File: src/rtl/linear_led_stream_pkg.sv
// linear_led_stream_pkg: shared types for the LED pixel stream block
//   rgb_t       - 24-bit colour, R in [23:16], G in [15:8], B in [7:0]
//   lls_state_t - stream FSM states
//   idx_w()     - index width for an n-entry table, never below 1
package linear_led_stream_pkg;

    typedef logic [23:0] rgb_t;

    typedef enum logic [1:0] {IDLE, PREFIX, STREAM} lls_state_t;

    localparam rgb_t BLACK = '0;

    function automatic int idx_w(input int n);
        return n > 1 ? $clog2(n) : 1;
    endfunction

endpackage

File: src/rtl/linear_led_stream_slot_bin_lookup.sv
// slot_bin_lookup: maps an LED slot to the lowest bin whose prefix sum exceeds it
//   slot - LED slot index
//   pre  - saturated, non-decreasing prefix sums of the bin counts
//   bin  - owning bin (0 when pad)
//   pad  - slot lies beyond the last prefix sum, so it is black
module slot_bin_lookup #(
    parameter int BIN_QTY = 12,
    parameter int CW      = 6,
    parameter int BW      = 4
) (
    input  logic [CW-1:0]               slot,
    input  logic [BIN_QTY-1:0][CW-1:0]  pre,
    output logic [BW-1:0]               bin,
    output logic                        pad
);

    // Scan high to low so the lowest matching bin is the one left standing.
    always_comb begin
        bin = '0;
        pad = 1'b1;
        for (int i = BIN_QTY - 1; i >= 0; i--) begin
            if (slot < pre[i]) begin
                bin = BW'(i);
                pad = 1'b0;
            end
        end
    end

endmodule

File: src/rtl/linear_led_stream.sv
// linear_led_stream: serialises one frame of per-bin colours/counts into a per-LED RGB stream
//   clk, rst               - clock, synchronous active-high reset
//   in_valid/in_ready      - frame handshake
//   in_rgb                 - per-bin colour, bin 0 in LSBs
//   in_counts              - per-bin LED count, bin 0 in LSBs
//   cfg_reverse            - emit slots in reverse order (latched per frame)
//   cfg_rotate             - advance the slot offset after each frame (latched per frame)
//   out_valid/out_ready    - pixel handshake
//   out_rgb, out_last      - pixel colour, high on pixel LEDS-1
//   frame_done             - one-cycle pulse after the final pixel handshake
module linear_led_stream
    import linear_led_stream_pkg::*;
#(
    parameter int LEDS     = 50,
    parameter int BIN_QTY  = 12,
    parameter int CW       = $clog2(LEDS + 1),
    parameter int ROT_STEP = 1
) (
    input  logic                    clk,
    input  logic                    rst,
    input  logic                    in_valid,
    output logic                    in_ready,
    input  logic [BIN_QTY*24-1:0]   in_rgb,
    input  logic [BIN_QTY*CW-1:0]   in_counts,
    input  logic                    cfg_reverse,
    input  logic                    cfg_rotate,
    output logic                    out_valid,
    input  logic                    out_ready,
    output logic [23:0]             out_rgb,
    output logic                    out_last,
    output logic                    frame_done
);

    localparam int          BW     = idx_w(BIN_QTY);
    localparam logic [CW:0] LEDS_W = (CW+1)'(LEDS);
    localparam logic [CW-1:0] LEDS_C = CW'(LEDS);

    lls_state_t                 state;
    rgb_t [BIN_QTY-1:0]         rgb_q;
    logic [BIN_QTY-1:0][CW-1:0] cnt_q;
    logic [BIN_QTY-1:0][CW-1:0] pre_q;
    logic [CW-1:0]              acc;
    logic [CW-1:0]              offset;
    logic [CW-1:0]              nk;
    logic [CW-1:0]              slot_r;
    logic [BW-1:0]              bidx;
    logic                       rev_q;
    logic                       rot_q;
    logic                       slot_ok;
    logic [BW-1:0]              lk_bin;
    logic                       lk_pad;
    logic [CW:0]                pre_sum;
    logic [CW-1:0]              pre_sat;
    logic [CW:0]                rot_sum;
    logic [CW-1:0]              rot_next;
    logic                       more;

    // Slot of pixel j; one conditional subtract is enough since both terms are < LEDS.
    function automatic logic [CW-1:0] slot_of(input logic [CW-1:0] j);
        logic [CW:0] t;
        t = rev_q ? LEDS_W - (CW+1)'(1) - {1'b0, j} + {1'b0, offset}
                  : {1'b0, j} + {1'b0, offset};
        return t >= LEDS_W ? CW'(t - LEDS_W) : t[CW-1:0];
    endfunction

    assign pre_sum  = {1'b0, acc} + {1'b0, cnt_q[bidx]};
    assign pre_sat  = pre_sum > LEDS_W ? LEDS_C : pre_sum[CW-1:0];
    assign rot_sum  = {1'b0, offset} + (CW+1)'(ROT_STEP);
    assign rot_next = rot_sum >= LEDS_W ? CW'(rot_sum - LEDS_W) : rot_sum[CW-1:0];
    assign more     = nk != LEDS_C;

    slot_bin_lookup #(
        .BIN_QTY (BIN_QTY),
        .CW      (CW),
        .BW      (BW)
    ) u_lookup (
        .slot (slot_r),
        .pre  (pre_q),
        .bin  (lk_bin),
        .pad  (lk_pad)
    );

    // slot_r always holds the slot of pixel nk, the next pixel to be presented;
    // the first STREAM cycle only primes it so the lookup never sits behind the
    // offset adder in the same cycle.
    always_ff @(posedge clk) begin
        if (rst) begin
            state      <= IDLE;
            in_ready   <= 1'b1;
            out_valid  <= 1'b0;
            out_rgb    <= '0;
            out_last   <= 1'b0;
            frame_done <= 1'b0;
            offset     <= '0;
            rgb_q      <= '0;
            cnt_q      <= '0;
            pre_q      <= '0;
            acc        <= '0;
            bidx       <= '0;
            nk         <= '0;
            slot_r     <= '0;
            slot_ok    <= 1'b0;
            rev_q      <= 1'b0;
            rot_q      <= 1'b0;
        end else begin
            frame_done <= 1'b0;
            case (state)
                IDLE: begin
                    if (in_valid && in_ready) begin
                        rgb_q    <= in_rgb;
                        cnt_q    <= in_counts;
                        rev_q    <= cfg_reverse;
                        rot_q    <= cfg_rotate;
                        acc      <= '0;
                        bidx     <= '0;
                        in_ready <= 1'b0;
                        state    <= PREFIX;
                    end
                end
                PREFIX: begin
                    pre_q[bidx] <= pre_sat;
                    acc         <= pre_sat;
                    bidx        <= bidx + BW'(1);
                    if (bidx == BW'(BIN_QTY - 1)) begin
                        nk      <= '0;
                        slot_ok <= 1'b0;
                        state   <= STREAM;
                    end
                end
                STREAM: begin
                    if (!slot_ok) begin
                        slot_r  <= slot_of(nk);
                        slot_ok <= 1'b1;
                    end else if (more && (!out_valid || out_ready)) begin
                        out_rgb   <= lk_pad ? BLACK : rgb_q[lk_bin];
                        out_last  <= nk == LEDS_C - CW'(1);
                        out_valid <= 1'b1;
                        nk        <= nk + CW'(1);
                        slot_r    <= slot_of(nk + CW'(1));
                    end else if (out_valid && out_ready) begin
                        out_valid  <= 1'b0;
                        out_last   <= 1'b0;
                        frame_done <= 1'b1;
                        in_ready   <= 1'b1;
                        offset     <= rot_q ? rot_next : offset;
                        state      <= IDLE;
                    end
                end
                default: state <= IDLE;
            endcase
        end
    end

endmodule

File: config.mk
export PLATFORM = sky130hd
export DESIGN_NAME = linear_led_stream
export DESIGN_NICKNAME = d
export VERILOG_FILES = /design/src/rtl/linear_led_stream_pkg.sv /design/src/rtl/linear_led_stream_slot_bin_lookup.sv /design/src/rtl/linear_led_stream.sv
export SDC_FILE = /design/constraint.sdc
export NUM_CORES = 1
export LEC_CHECK = 0
export ABC_AREA = 1
export CAP_MARGIN = 40
export CORE_ASPECT_RATIO = 1.75
export CORE_UTILIZATION = 55
export CTS_CLUSTER_DIAMETER = 50
export DETAILED_ROUTE_END_ITERATION = 16
export GPL_ROUTABILITY_DRIVEN = 1
export GPL_TIMING_DRIVEN = 0
export PLACE_DENSITY = 0.87
export SYNTH_ARGS = -nofsm -noshare
export SYNTH_HDL_FRONTEND = slang
export SYNTH_SLANG_ARGS = --single-unit
File: constraint.sdc
create_clock -name clk -period 4.95 [get_ports clk]
set_clock_uncertainty 0.15 [all_clocks]
set_input_delay 0.495 -clock clk [delete_from_list [all_inputs] [get_ports clk]]
set_output_delay 0.495 -clock clk [all_outputs]
set_load 0.01 [all_outputs]
==> results of run 1 <==
## registers in the layout (all words and copies together) (netlist names), 2 cells and up
| name | flops |
|---|---|
| rgb_q | 288 |
| bidx | 4 |
| pre_q | 72 |
| cnt_q | 72 |
| nk | 6 |
| acc | 6 |
| state | 2 |
| slot_r | 6 |
| offset | 6 |
| out_rgb | 24 |
## layout by cell type (no fill, tap or decap), types with 2 or more instances in the layout
cell	Yosys	final
nor3_1	3	3
buf_2	13	15
a21o_1	4	4
a21oi_1	235	235
or2_2	7	7
inv_1	265	265
diode_2	0	3
ha_1	110	110
clkbuf_2	0	2
nand3_1	295	295
clkbuf_16	0	44
inv_2	2	2
nand2_4	2	2
o22ai_1	20	20
fa_1	5	5
clkinv_2	0	9
buf_1	10	10
a211oi_1	8	8
nand4_1	13	13
clkbuf_1	195	204
clkbuf_8	0	5
o31ai_1	5	5
nand2_1	507	507
buf_8	1	2
buf_6	8	9
xnor2_1	2	2
o21ai_0	505	505
clkdlybuf4s50_1	0	392
nor2_1	669	669
dfxtp_1	493	493
a31oi_1	5	4
o211ai_1	6	6
o221ai_1	8	8
buf_4	6	6
xor2_1	14	14
bufinv_16	0	2
nand3b_1	27	27
clkinv_1	2	2
## what timing repair did
action                                  in CTS  in global routing
endpoints found under the setup margin       0                 50
hold buffers                                 0                  0
buffers inserted                             0                  0
gates resized for setup                      0                  5
## power by group through the flow
stage / clock network, W / registers, W / logic, W
detailed placement: 0 / 0.00572 / 0.0143
floorplan: 0 / 0.00548 / 0.00943
global route: 0.00351 / 0.00576 / 0.0161
global placement: 0 / 0.00569 / 0.0142
CTS: 0.00335 / 0.00565 / 0.0144
finish: 0.00338 / 0.00569 / 0.0150
## final cells by class
cell class | count | area, sq um | share of cell area (%)
clock buffer | 60 | 1210 | 4.04
inverter | 270 | 1020 | 3.39
sequential | 493 | 9870 | 32.9
buffer | 233 | 987 | 3.29
tap | 561 | 702 | 2.34
multi-input combinational | 2462 | 12100 | 40.3
timing repair buffer | 396 | 3960 | 13.2
clock inverter | 14 | 139 | 0.463
antenna | 3 | 7.51 | 0.0250
## critical path: stages (launching register included)
cell	delay [ns]
dfxtp_1	0.89
ha_1	0.38
nand2_1	0.08
inv_1	0.04
nand2_1	0.05
nand2_1	0.05
a21oi_1	0.23
inv_1	0.07
nand2_1	0.13
a31oi_1	0.11
o21bai_1	0.16
nand2_1	0.45
inv_2	0.44
buf_1	0.54
nand3_1	0.24
nand3_1	0.33
nand3_1	0.13
nand2_1	0.08
a21oi_1	0.05
## logic make-up after synthesis
logic type | count (synthesis) | share of synthesized area (%)
AND/OR/NAND/NOR | 1525 | 26.2
AO/OA/AOI/OAI | 806 | 17.5
buffers and inverters | 503 | 8.35
flip-flops | 493 | 41.2
adder cells (fa/ha/maj) | 115 | 6.16
XOR/XNOR | 16 | 0.585
## metal layers
metal | vias to the layer above | share of wire [%] | track usage (%)
li1 | 12200 | - | -
met1 | 11700 | 33 | 38.8
met2 | 1339 | 48 | 69.2
met3 | 537 | 7.4 | 7.84
met4 | 4 | 12 | 44.4
met5 | - | 0.026 | 0
## per-stage QoR
| step | cells | utilization [%] | cell area, sq um | total power (W) | hold WS [ns] |
|---|---|---|---|---|---|
| after floorplan | 3458 | - | 24000 | 0.0149 | 0.280 |
| after global placement | 4411 | 66.8 | 28600 | 0.0198 | 0.288 |
| after detailed placement | 4412 | 66.8 | 28600 | 0.0201 | 0.293 |
| after CTS | 4486 | 70.0 | 29900 | 0.0234 | 0.301 |
| after global routing | 4490 | 70.1 | 30000 | 0.0253 | 0.320 |
| final | 4492 | 70.1 | 30000 | 0.0241 | 0.304 |
## path summary, 6_finish.rpt
path,from,end
max,slot_r[5],out_rgb[0]
min,rgb_q[237],rgb_q[237]
max reg2reg,slot_r[5],out_rgb[0]
min reg2reg,rgb_q[237],rgb_q[237]
==> metrics, run 1 <==
via count between 20000 and 30000; internal cell power about 0.011 W; Worst VDD drop 0.507 mV; Die Ht ~280 microns; dpl hpwl 70800 microns; PwrDens between 800 and 900 mW/mm^2; CP max FO 13; Ports around 400; largest net degree at the start of global routing 16; number of enable flip-flop cells after synthesis 0; period utilization 95.9%; GRT Resource Usage Total between 40% and 50%; flop2flop setup slack ~0.2 ns; list of most frequent post-synthesis cells nor2_1 (669), nand2_1 (507), o21ai_0 (505); final WL roughly 92000 microns; startpoint types flop; pre-CTS setup slack ~0.36 ns; FF+latch count, synth 493; Net Sw Frac 53.0%; Crit path required time between 5 and 6 ns; DR iter-0 viols roughly 2000; standard-cell rows 100; Die Wd around 160 microns; Clk pwr share around 14%; fillers between 3000 and 4000; Core Region approximately 0.043 sq mm; run status finished, final reports clean; combinational share of power 62.4%; share of the synthesized area in the top cell type 41.2%; share of cells above drive strength 1 2.88%; initial antenna violation count 7; fraction of registers with async set/reset 0%; final net count between 4000 and 5000; MaxCap Viol Count 0; CTS H-tree lvls 2; cell with the most instances after synthesis nor2_1; switching pwr 0.0128 W; Least-Margin Pin Slew about 0.97 ns; CTS tree yes; Clk Latency, worst-skew pair approximately 0.59 ns; crit path kind reg2reg; first-pass GRT wire length between 100000 and 150000 microns; Reg power frac between 20% and 30%; Final Hold Viols 0; Worst EP arrival 5.02 ns; Register-to-Register Path Depth 18; CTS clk-pin slew, worst paths 0.07 ns; dominant cell type by area after synthesis dfxtp_1; Root Driver clkbuf_16; Final Setup Violations 0; post-synthesis cell type count 44; Sink Count approximately 490; Gate Count Post-Synth ~3500; Slew HR between 30% and 40%; drt pass-1 iters 6; maximum clock frequency about 210 MHz; leak pwr between 10 and 15 nW; Final ANT Viol Nets 0; DIE AREA around 0.044 sq mm; TritonCTS Buffers 44; Tightest Hold Check Type reg2reg; vias in the first global route between 20000 and 30000; Critical Path Sink Type flop; Mapped Area 0.0240 sq mm; register area share after synthesis about two fifths; DRC violations left 0; Port Buffer Count a little under 400; routed vias/inst 5.74; max-slew violation count 0; slack of the critical path around 0.2 ns; RD Place Congestion 1.01; Mapped Avg Cell Area 6.93 sq um; Synth Net Count between 3000 and 4000; setup TNS 0 ns; Area Overhead vs Synth 25.2%; Primary FF master, synth dfxtp_1; Initial Util a little under three fifths; synthesis warning total 0; synth top area cells dfxtp_1 (41%), o21ai_0 (11%), nor2_1 (10%), nand2_1 (7.9%), nand3_1 (6.2%); CTS max path bufs 3; Tmin final around 4.7 ns; wire per inst between 20 and 25 microns; GRT overflow 0; hold path depth 2
(Power assumes the default switching activity.)
==> run 2, diff against run 1 <==
--- a/config.mk
+++ b/config.mk
@@ -10,6 +10,7 @@
 export CORE_ASPECT_RATIO = 1.75
 export CORE_UTILIZATION = 55
 export CTS_CLUSTER_DIAMETER = 50
+export CTS_CLUSTER_SIZE = 14
 export DETAILED_ROUTE_END_ITERATION = 16
 export GPL_ROUTABILITY_DRIVEN = 1
 export GPL_TIMING_DRIVEN = 0
==> metrics, run 2 (synthesized netlist as in run 1, its figures left out) <==
GRT Resource Usage Total 40.1% (was 40.5%); critical path launch point bidx[0] (was slot_r[5]); Sink Count 493 (unchanged); Final ANT Viol Nets 0 (unchanged); max reg flops 288 (unchanged); most frequent cells in the layout nor2_1 (669), nand2_1 (507), o21ai_0 (505), dfxtp_1 (493), clkdlybuf4s50_1 (392) (unchanged); Tmin final 4.63 ns (was 4.75 ns); Tightest Hold Check Type reg2reg (unchanged); largest net degree at the start of global routing 15 (was 16); post_cts resized 0 (unchanged); CTS H-tree lvls 2 (unchanged); first-pass GRT wire length 135000 microns (was 136000 microns); DIE AREA 0.0444 sq mm (unchanged); Register-to-Register Path Depth 20 (was 18); GRT met1 Usage 39.0% (was 38.8%); Regs by FF count rgb_q x288, cnt_q x72, pre_q x72 (unchanged); CTS tree yes (unchanged); TritonCTS Buffers 41 (was 44); GRT overflow 0 (unchanged); MaxCap Viol Count 0 (unchanged); Ports 394 (unchanged); Net Sw Frac 53.5% (was 53.0%); Initial Util 56.0% (unchanged); Least-Margin Pin Slew 0.952 ns (was 0.971 ns); CTS clk-pin slew, worst paths 0.07 ns (about the same); Die Ht 278 microns (unchanged); share of cells above drive strength 1 2.36% (was 2.88%); Reg power frac 24.0% (was 23.6%); vias in the first global route 25000 (was 25200); Final Setup Violations 0 (unchanged); run status finished, final reports clean (unchanged); DR iter-0 viols 2075 (was 2011); pre-CTS setup slack 0.362 ns (unchanged); CP max FO 10 (was 13); final WL 91100 microns (was 91600 microns); Most flops, register rgb_q (unchanged); switching pwr 0.0127 W (was 0.0128 W); drt pass-1 iters 6 (unchanged); Crit path required time 5.27 ns (was 5.22 ns); Worst VDD drop 0.524 mV (was 0.507 mV); crit path kind reg2reg (unchanged); Port Buffer Count 392 (unchanged); RD Place Congestion 1.01 (unchanged); max-slew violation count 0 (unchanged); Clk Latency, worst-skew pair 0.57 ns (was 0.59 ns); setup TNS 0 ns (unchanged); Critical Path Sink Type flop (unchanged); commonest non-fill, non-tap cell in the layout nor2_1 (unchanged); startpoint types flop (unchanged); met3 Usage GRT 6.35% (was 7.84%); global routing met2 resource utilization 69.7% (was 69.2%); leak pwr 12.4 nW (was 12.5 nW); initial antenna violation count 7 (unchanged); DRC violations left 0 (unchanged); CP Capture Point pre_q[27] (was out_rgb[0]); slack of the critical path 0.323 ns (was 0.204 ns); GRT busiest layer met2 (unchanged); RR Startpoint bidx[0] (was slot_r[5]); Slew HR 36.5% (was 35.3%); Final Hold Viols 0 (unchanged); Root Driver clkbuf_16 (unchanged); Area Overhead vs Synth 24.0% (was 25.2%); PwrDens 798 mW/mm^2 (was 803 mW/mm^2); maximum clock frequency 216 MHz (was 211 MHz); routed vias/inst 5.77 (was 5.74); internal cell power 0.0110 W (was 0.0113 W); period utilization 93.5% (was 95.9%); wire per inst 20.4 microns (about the same); Hold Buf Count CTS 0 (unchanged); Worst EP arrival 4.94 ns (was 5.02 ns); non-filler instance count after layout 4464 (was 4492); combinational share of power 63.4% (was 62.4%); fillers 3763 (was 3686); final net count 4375 (was 4381); Clk pwr share 12.6% (was 14.0%); Worst R2R End pre_q[27] (was out_rgb[0]); placed instance count 4412 (unchanged); via count 25700 (was 25800); postcts setup bufs 0 (unchanged); flop2flop setup slack 0.32 ns (was 0.20 ns); dpl hpwl 70800 microns (unchanged); Die Wd 160 microns (unchanged); standard-cell rows 100 (unchanged); Core Region 0.0428 sq mm (unchanged); CTS max path bufs 3 (unchanged)
[run 2: worst min-delay path by stage]
stage / from / end / slack (ns) / cells past startpoint
6_report: rgb_q[237] / rgb_q[237] / 0.30 / 2
2_1_floorplan: rgb_q[192] / rgb_q[192] / 0.28 / 2
3_5_place_dp: rgb_q[237] / rgb_q[237] / 0.29 / 2
4_1_cts: rgb_q[237] / rgb_q[237] / 0.30 / 2
3_3_place_gp: rgb_q[193] / rgb_q[193] / 0.29 / 2
5_1_grt: rgb_q[240] / rgb_q[240] / 0.32 / 2
[run 2: metrics by stage]
stage	power [W]	hold slack [ns]	utilization, %	instance area, sq um
6_report	0.0237	0.303	69.4	29700
3_5_place_dp	0.0201	0.293	66.8	28600
4_1_cts	0.0231	0.303	69.4	29700
5_1_grt	0.0250	0.320	69.4	29700
3_3_place_gp	0.0198	0.288	66.8	28600
2_1_floorplan	0.0149	0.280	-	24000
[run 2: routing by layer]
layer	vias to the layer above	part of all wire [%]
met5	-	0.026
met4	4	12
met3	517	6.9
met2	1403	48
met1	11600	33
li1	12200	-
[run 2: area by class of cell]
cell class | instances | area [sq um] | share of cell area [%]
tap | 561 | 702 | 2.36
buffer | 233 | 987 | 3.32
multi-input combinational | 2462 | 12100 | 40.7
timing repair buffer | 393 | 3940 | 13.3
sequential | 493 | 9870 | 33.2
inverter | 270 | 1020 | 3.42
clock inverter | 2 | 25.0 | 0.0842
clock buffer | 46 | 1080 | 3.62
antenna | 4 | 10.0 | 0.0337
[run 2: power by group through the flow]
stage                     Sequential, W  Combinational, W  Clock (W)
after floorplan                 0.00548           0.00943          0
after global placement          0.00569            0.0142          0
after detailed placement        0.00572            0.0143          0
after CTS                       0.00565            0.0145    0.00297
after global routing            0.00576            0.0161    0.00311
final                           0.00568            0.0150    0.00299
[run 2: critical path, cell delays in order, from the launching register on]
cell and delay, ns:
dfxtp_1 0.41, clkbuf_1 0.41, clkbuf_1 0.49, nor2_1 0.11, o22ai_1 0.15, nand2_1 0.07
nand3_1 0.13, ha_1 0.28, a21oi_1 0.20, nand2_1 0.08, nand2_1 0.08, nand2_1 0.05
a21oi_1 0.19, xor2_1 0.25, nor2_1 0.09, o21ai_0 0.09, nand2_1 0.10, a31oi_2 0.32
nand2_1 0.23, clkbuf_1 0.40, a21oi_1 0.26
